`src/rtl/edge_detect_multi.sv`:
```
// Multi-channel edge detector: synchroniser, optional debounce (EDGE_DEBOUNCE_EN),
// per-channel edge select, one-cycle pulse and sticky pending/overrun flags.

module edge_detect_lane #(
    parameter int SYNC_STAGES = 2,
    parameter int DB_CYCLES   = 16
) (
    input  logic       clk,
    input  logic       rst,
    input  logic       in_i,
    input  logic [1:0] mode_i,
    input  logic       clr_i,
    output logic       level_o,
    output logic       pulse_o,
    output logic       pending_o,
    output logic       overrun_o,
    output logic       pending_d_o
);

    logic [SYNC_STAGES-1:0] sync_q, sync_d;
    logic                   s, level;
    logic                   prev_q, prev_d;
    logic                   pulse_q, pulse_d;
    logic                   pending_q, pending_d;
    logic                   overrun_q, overrun_d;
    logic                   rise, fall, ev;

    assign sync_d = {sync_q[SYNC_STAGES-2:0], in_i};
    assign s      = sync_q[SYNC_STAGES-1];

`ifdef EDGE_DEBOUNCE_EN
    localparam int             CW      = $clog2(DB_CYCLES) + 1;
    localparam logic [CW-1:0]  DB_LAST = CW'(DB_CYCLES - 1);

    logic [CW-1:0] cnt_q, cnt_d;
    logic          level_q, level_d;

    // The counter only runs while s disagrees with level, so it tops out at DB_LAST.
    always_comb begin
        level_d = level_q;
        cnt_d   = '0;
        if (s != level_q) begin
            if (cnt_q == DB_LAST) level_d = s;
            else                  cnt_d   = cnt_q + 1'b1;
        end
    end

    always_ff @(posedge clk or negedge rst) begin
        if (!rst) begin
            cnt_q   <= '0;
            level_q <= 1'b0;
        end else begin
            cnt_q   <= cnt_d;
            level_q <= level_d;
        end
    end

    assign level = level_q;
`else
    assign level = s;
`endif

    always_comb begin
        rise      = level & ~prev_q;
        fall      = ~level & prev_q;
        ev        = (rise & mode_i[0]) | (fall & mode_i[1]);
        prev_d    = level;
        pulse_d   = ev;
        // A clear never drops an event arriving in the same cycle.
        pending_d = ev | (pending_q & ~clr_i);
        overrun_d = clr_i ? 1'b0 : (overrun_q | (ev & pending_q));
    end

    always_ff @(posedge clk or negedge rst) begin
        if (!rst) begin
            sync_q    <= '0;
            prev_q    <= 1'b0;
            pulse_q   <= 1'b0;
            pending_q <= 1'b0;
            overrun_q <= 1'b0;
        end else begin
            sync_q    <= sync_d;
            prev_q    <= prev_d;
            pulse_q   <= pulse_d;
            pending_q <= pending_d;
            overrun_q <= overrun_d;
        end
    end

    assign level_o     = level;
    assign pulse_o     = pulse_q;
    assign pending_o   = pending_q;
    assign overrun_o   = overrun_q;
    assign pending_d_o = pending_d;

endmodule

module edge_detect_multi #(
    parameter int CH          = 4,
    parameter int SYNC_STAGES = 2,
    parameter int DB_CYCLES   = 16
) (
    input  logic            clk,
    input  logic            rst,
    input  logic [CH-1:0]   in,
    input  logic [2*CH-1:0] mode,
    input  logic [CH-1:0]   clr,
    output logic [CH-1:0]   level,
    output logic [CH-1:0]   pulse,
    output logic [CH-1:0]   pending,
    output logic [CH-1:0]   overrun,
    output logic            any_pending
);

    logic [CH-1:0] pending_d;
    logic          any_pending_q, any_pending_d;

    for (genvar i = 0; i < CH; i++) begin : g_lane
        edge_detect_lane #(
            .SYNC_STAGES (SYNC_STAGES),
            .DB_CYCLES   (DB_CYCLES)
        ) u_lane (
            .clk         (clk),
            .rst         (rst),
            .in_i        (in[i]),
            .mode_i      (mode[2*i +: 2]),
            .clr_i       (clr[i]),
            .level_o     (level[i]),
            .pulse_o     (pulse[i]),
            .pending_o   (pending[i]),
            .overrun_o   (overrun[i]),
            .pending_d_o (pending_d[i])
        );
    end

    // Registered from next-state pending so it lines up with pending itself.
    assign any_pending_d = |pending_d;

    always_ff @(posedge clk or negedge rst) begin
        if (!rst) any_pending_q <= 1'b0;
        else      any_pending_q <= any_pending_d;
    end

    assign any_pending = any_pending_q;

endmodule

```
`config.mk`:
```
export PLATFORM = sky130hd
export DESIGN_NAME = edge_detect_multi
export DESIGN_NICKNAME = d
export VERILOG_FILES = /design/src/rtl/edge_detect_multi.sv
export SDC_FILE = /design/constraint.sdc
export NUM_CORES = 1
export LEC_CHECK = 0
export CELL_PAD_IN_SITES_DETAIL_PLACEMENT = 1
export CELL_PAD_IN_SITES_GLOBAL_PLACEMENT = 2
export CORE_MARGIN = 3
export CORE_UTILIZATION = 35
export DETAILED_ROUTE_END_ITERATION = 8
export DONT_BUFFER_PORTS = 1
export GPL_ROUTABILITY_DRIVEN = 0
export PLACE_DENSITY = 0.77
export SYNTH_ARGS = -nofsm -noshare
export SYNTH_HDL_FRONTEND = slang
export SYNTH_SLANG_ARGS = --single-unit
```
`constraint.sdc`:
```
create_clock -name clk -period 1.6 [get_ports clk]
set_input_delay 0.16 -clock clk [delete_from_list [all_inputs] [get_ports clk]]
set_output_delay 0.16 -clock clk [all_outputs]
set_load 0.05 [all_outputs]
```
==> summary.txt <==
GRT
  – Vias in the first global route: roughly 570
  – Gr usage total: 10.99%
  – Initial antenna violation count: 0
  – Largest net degree at the start of global routing: 26
  – Grt ovf: 0
  – First-pass GRT wire length: 2725 µm

Synthesis
  – Mapped Cells: 70
  – Distinct cells, synth: 10
  – Synthesized area per cell: around 13 µm²
  – Synth Net Count: 88
  – #FFs+latches synth: 25
  – Sequential share of the synthesized area: 66.67%
  – Synthesized area: 938.4 µm²
  – Yosys warns: 0

Pwr
  – Power per standard cell area: approximately 1100 nW/µm²
  – Int Power: 0.8330 mW
  – Sequential power share: between 60% and 70%
  – Gate power share: 14.4%
  – Peak supply drop: 0.6771 mV
  – Psw: 0.3548 mW
  – P_leak: 0.4885 nW
  – Sw Ratio: between 20 and 30%
  – Clk pwr share: between 20% and 30%

Setup path
  – Critical path class: reg -> reg
  – Critical Path RT: 1.79 ns
  – Buf+Inv Stages, Crit Path: 0
  – Critical Path Source Type: register
  – Worst r2r path cells: 3
  – Worst setup EP type: register
  – Cell Chain, Critical Path: nand3b_1 -> o211ai_2 -> or4_1
  – Critical path's slowest cell: or4_1
  – Crit-path max FO: 3
  – Levels on crit path: 3
  – Worst EP arrival: 1.51 ns
  – Worst path max stage delay: 0.53 ns
  – Top cell family by delay on the critical path: simple AND/OR/NAND/NOR gates

Die
  – IO Pins: 35
  – Initial Util: 37.20%
  – Cell Rows: 18
  – Core ar.: 2522 µm²
  – Width of the die: 57.78 µm
  – Die height: 57.78 µm
  – Die area: 3339 µm²

Finish
  – Filler cells: 276
  – Nets: 95
  – Commonest non-fill, non-tap cell in the layout: dfrtp_1
  – Antenna cells: 0
  – Layout area overhead: 12.13%
  – Finished layout cell area: 1052 µm²
  – Layout Utilization: 41.72%
  – Share of cells above drive strength 1: ~22%
  – Most frequent cells in the layout: 25 x dfrtp_1, 9 x dlygate4sd3_1, 8 x nand3b_1, 8 x buf_4

Drt
  – 1st-iter DRT viols: 21
  – Vias: 495
  – DRT Pass-1 Iters: 3
  – Post-route ant nets: 0
  – Via density: roughly 4.7
  – Total wire length: 1577 µm
  – WL/cell: about 15 µm
  – Drc violations: 0

Hold path
  – Hold Path Cell Cnt: 2
  – Min-Delay Path Class: in -> reg

Clock network
  – Clock-pin transition on the worst setup and hold timing paths: 0.12 ns
  – Clock root buffer: clkbuf_4
  – H-tree depth: 1
  – Num CTS Buffers: 3
  – Longest Clk Path Bufs: 2
  – CTS tree: yes
  – Worst-Skew Late Latency: 0.30 ns
  – CTS Sinks: 25

STA
  – Relative slew margins: 67.43%
  – # setup viols final: 0
  – Minimum clock period: 1.324 ns
  – FMAX: between 700 and 800 MHz
  – Slew Limit Fails: 0
  – Setup TNS Final: 0 ns
  – RSZ-0062 raised after global routing: no
  – Setup Skew: ~0.0015 ns
  – Final Hold Viols: 0
  – Final Cycle Share: 82.77%
  – Slew @ Worst Pin: 0.4886 ns

Place
  – Placed Instance Area: 915.9 µm²
  – IO buf count: 0
  – HPWL Detailed: 1177 µm

Outcome
  – Status: finished clean

Job
  – Maxcap violations: 0
-- per-layer routing --
metal / share of wire [%] / global-route usage (%)
met1: 38 / 12.37
met2: 55 / 19.19
met3: 6.0 / 5.122
met4: 0.89 / 1.987
met5: 0 / 0
-- cell families after synthesis --
group / synth area share [%]
flops: 66.67
buf+inv: 14.40
simple gates: 8.800
compound gates: 10.13
-- stage by stage --
stage | power (mW) | setup WS (ns) | hold slack [ns] | std cells
floorplan | 0.8999 | 0.3617 | -0.1356 | 70
global placement | 0.8951 | 0.3326 | -0.1349 | 92
detailed placement | 0.9005 | 0.2724 | -0.1349 | 92
CTS | 1.218 | 0.2561 | 0.02329 | 106
global route | 1.252 | 0.1864 | 0.02802 | 106
finish | 1.188 | 0.2757 | 0.04298 | 106
-- area by class of cell --
type | count | area (µm²) | area share [%]
clock buffer | 4 | 26.28 | 2.497
sequential | 25 | 625.6 | 59.45
tap | 30 | 37.54 | 3.567
inverter | 4 | 15.01 | 1.427
timing repair buffer | 18 | 170.2 | 16.17
multi-input combinational | 25 | 177.7 | 16.88
-- worst paths after layout --
kind	startpoint	endpoint	slack (ns)
min in group asynchronous	rst	g_lane[2].u_lane.sync_q[1]$_DFF_PN0_	0.28
max reg2reg	g_lane[2].u_lane.sync_q[1]$_DFF_PN0_	any_pending$_DFF_PN0_	0.28
max	g_lane[2].u_lane.sync_q[1]$_DFF_PN0_	any_pending$_DFF_PN0_	0.28
min reg2reg	g_lane[0].u_lane.sync_q[0]$_DFF_PN0_	g_lane[0].u_lane.sync_q[1]$_DFF_PN0_	0.36
min	mode[2]	g_lane[1].u_lane.pulse_o$_DFF_PN0_	0.04
max in group asynchronous	rst	g_lane[0].u_lane.overrun_o$_DFF_PN0_	1.18
-- flip-flops by register name, indices dropped and copies added, names as in the netlist --
register,flops
any_pending,1
g_lane.u_lane.pulse_o,4
g_lane.u_lane.prev_q,4
g_lane.u_lane.pending_o,4
g_lane.u_lane.overrun_o,4
g_lane.u_lane.sync_q,8
-- synthesized netlist by cell type --
cell type / n / area [µm²]
o211ai_1: 3 / 22.52
o211ai_2: 1 / 12.51
nand2_1: 4 / 15.01
o21ba_2: 4 / 40.04
or4_1: 1 / 7.510
buf_4: 16 / 120.1
dfrtp_1: 25 / 625.6
a21oi_1: 4 / 20.02
inv_1: 4 / 15.01
nand3b_1: 8 / 60.06
-- what timing repair did --
action / CTS / global route
hold endpoints to repair: 37 / 0
setup endpoints to repair: 0 / 0
hold buffers: 10 / 0
gates resized for setup: 0 / 0
buffers inserted: 0 / 0
-- worst reg2reg max path, stage by stage (launching register included) --
cell and delay, ns:
dfrtp_1 0.41, nand3b_1 0.15, o211ai_2 0.12, or4_1 0.53
-- power by group through the flow --
| stage | clock network (mW) | logic (mW) | registers, mW |
|---|---|---|---|
| detailed placement | 0 | 0.137 | 0.764 |
| CTS | 0.293 | 0.175 | 0.751 |
| global placement | 0 | 0.134 | 0.761 |
| finish | 0.267 | 0.171 | 0.749 |
| floorplan | 0 | 0.190 | 0.710 |
| global route | 0.310 | 0.186 | 0.757 |
No activity file was read; power rests on OpenSTA's default activity.
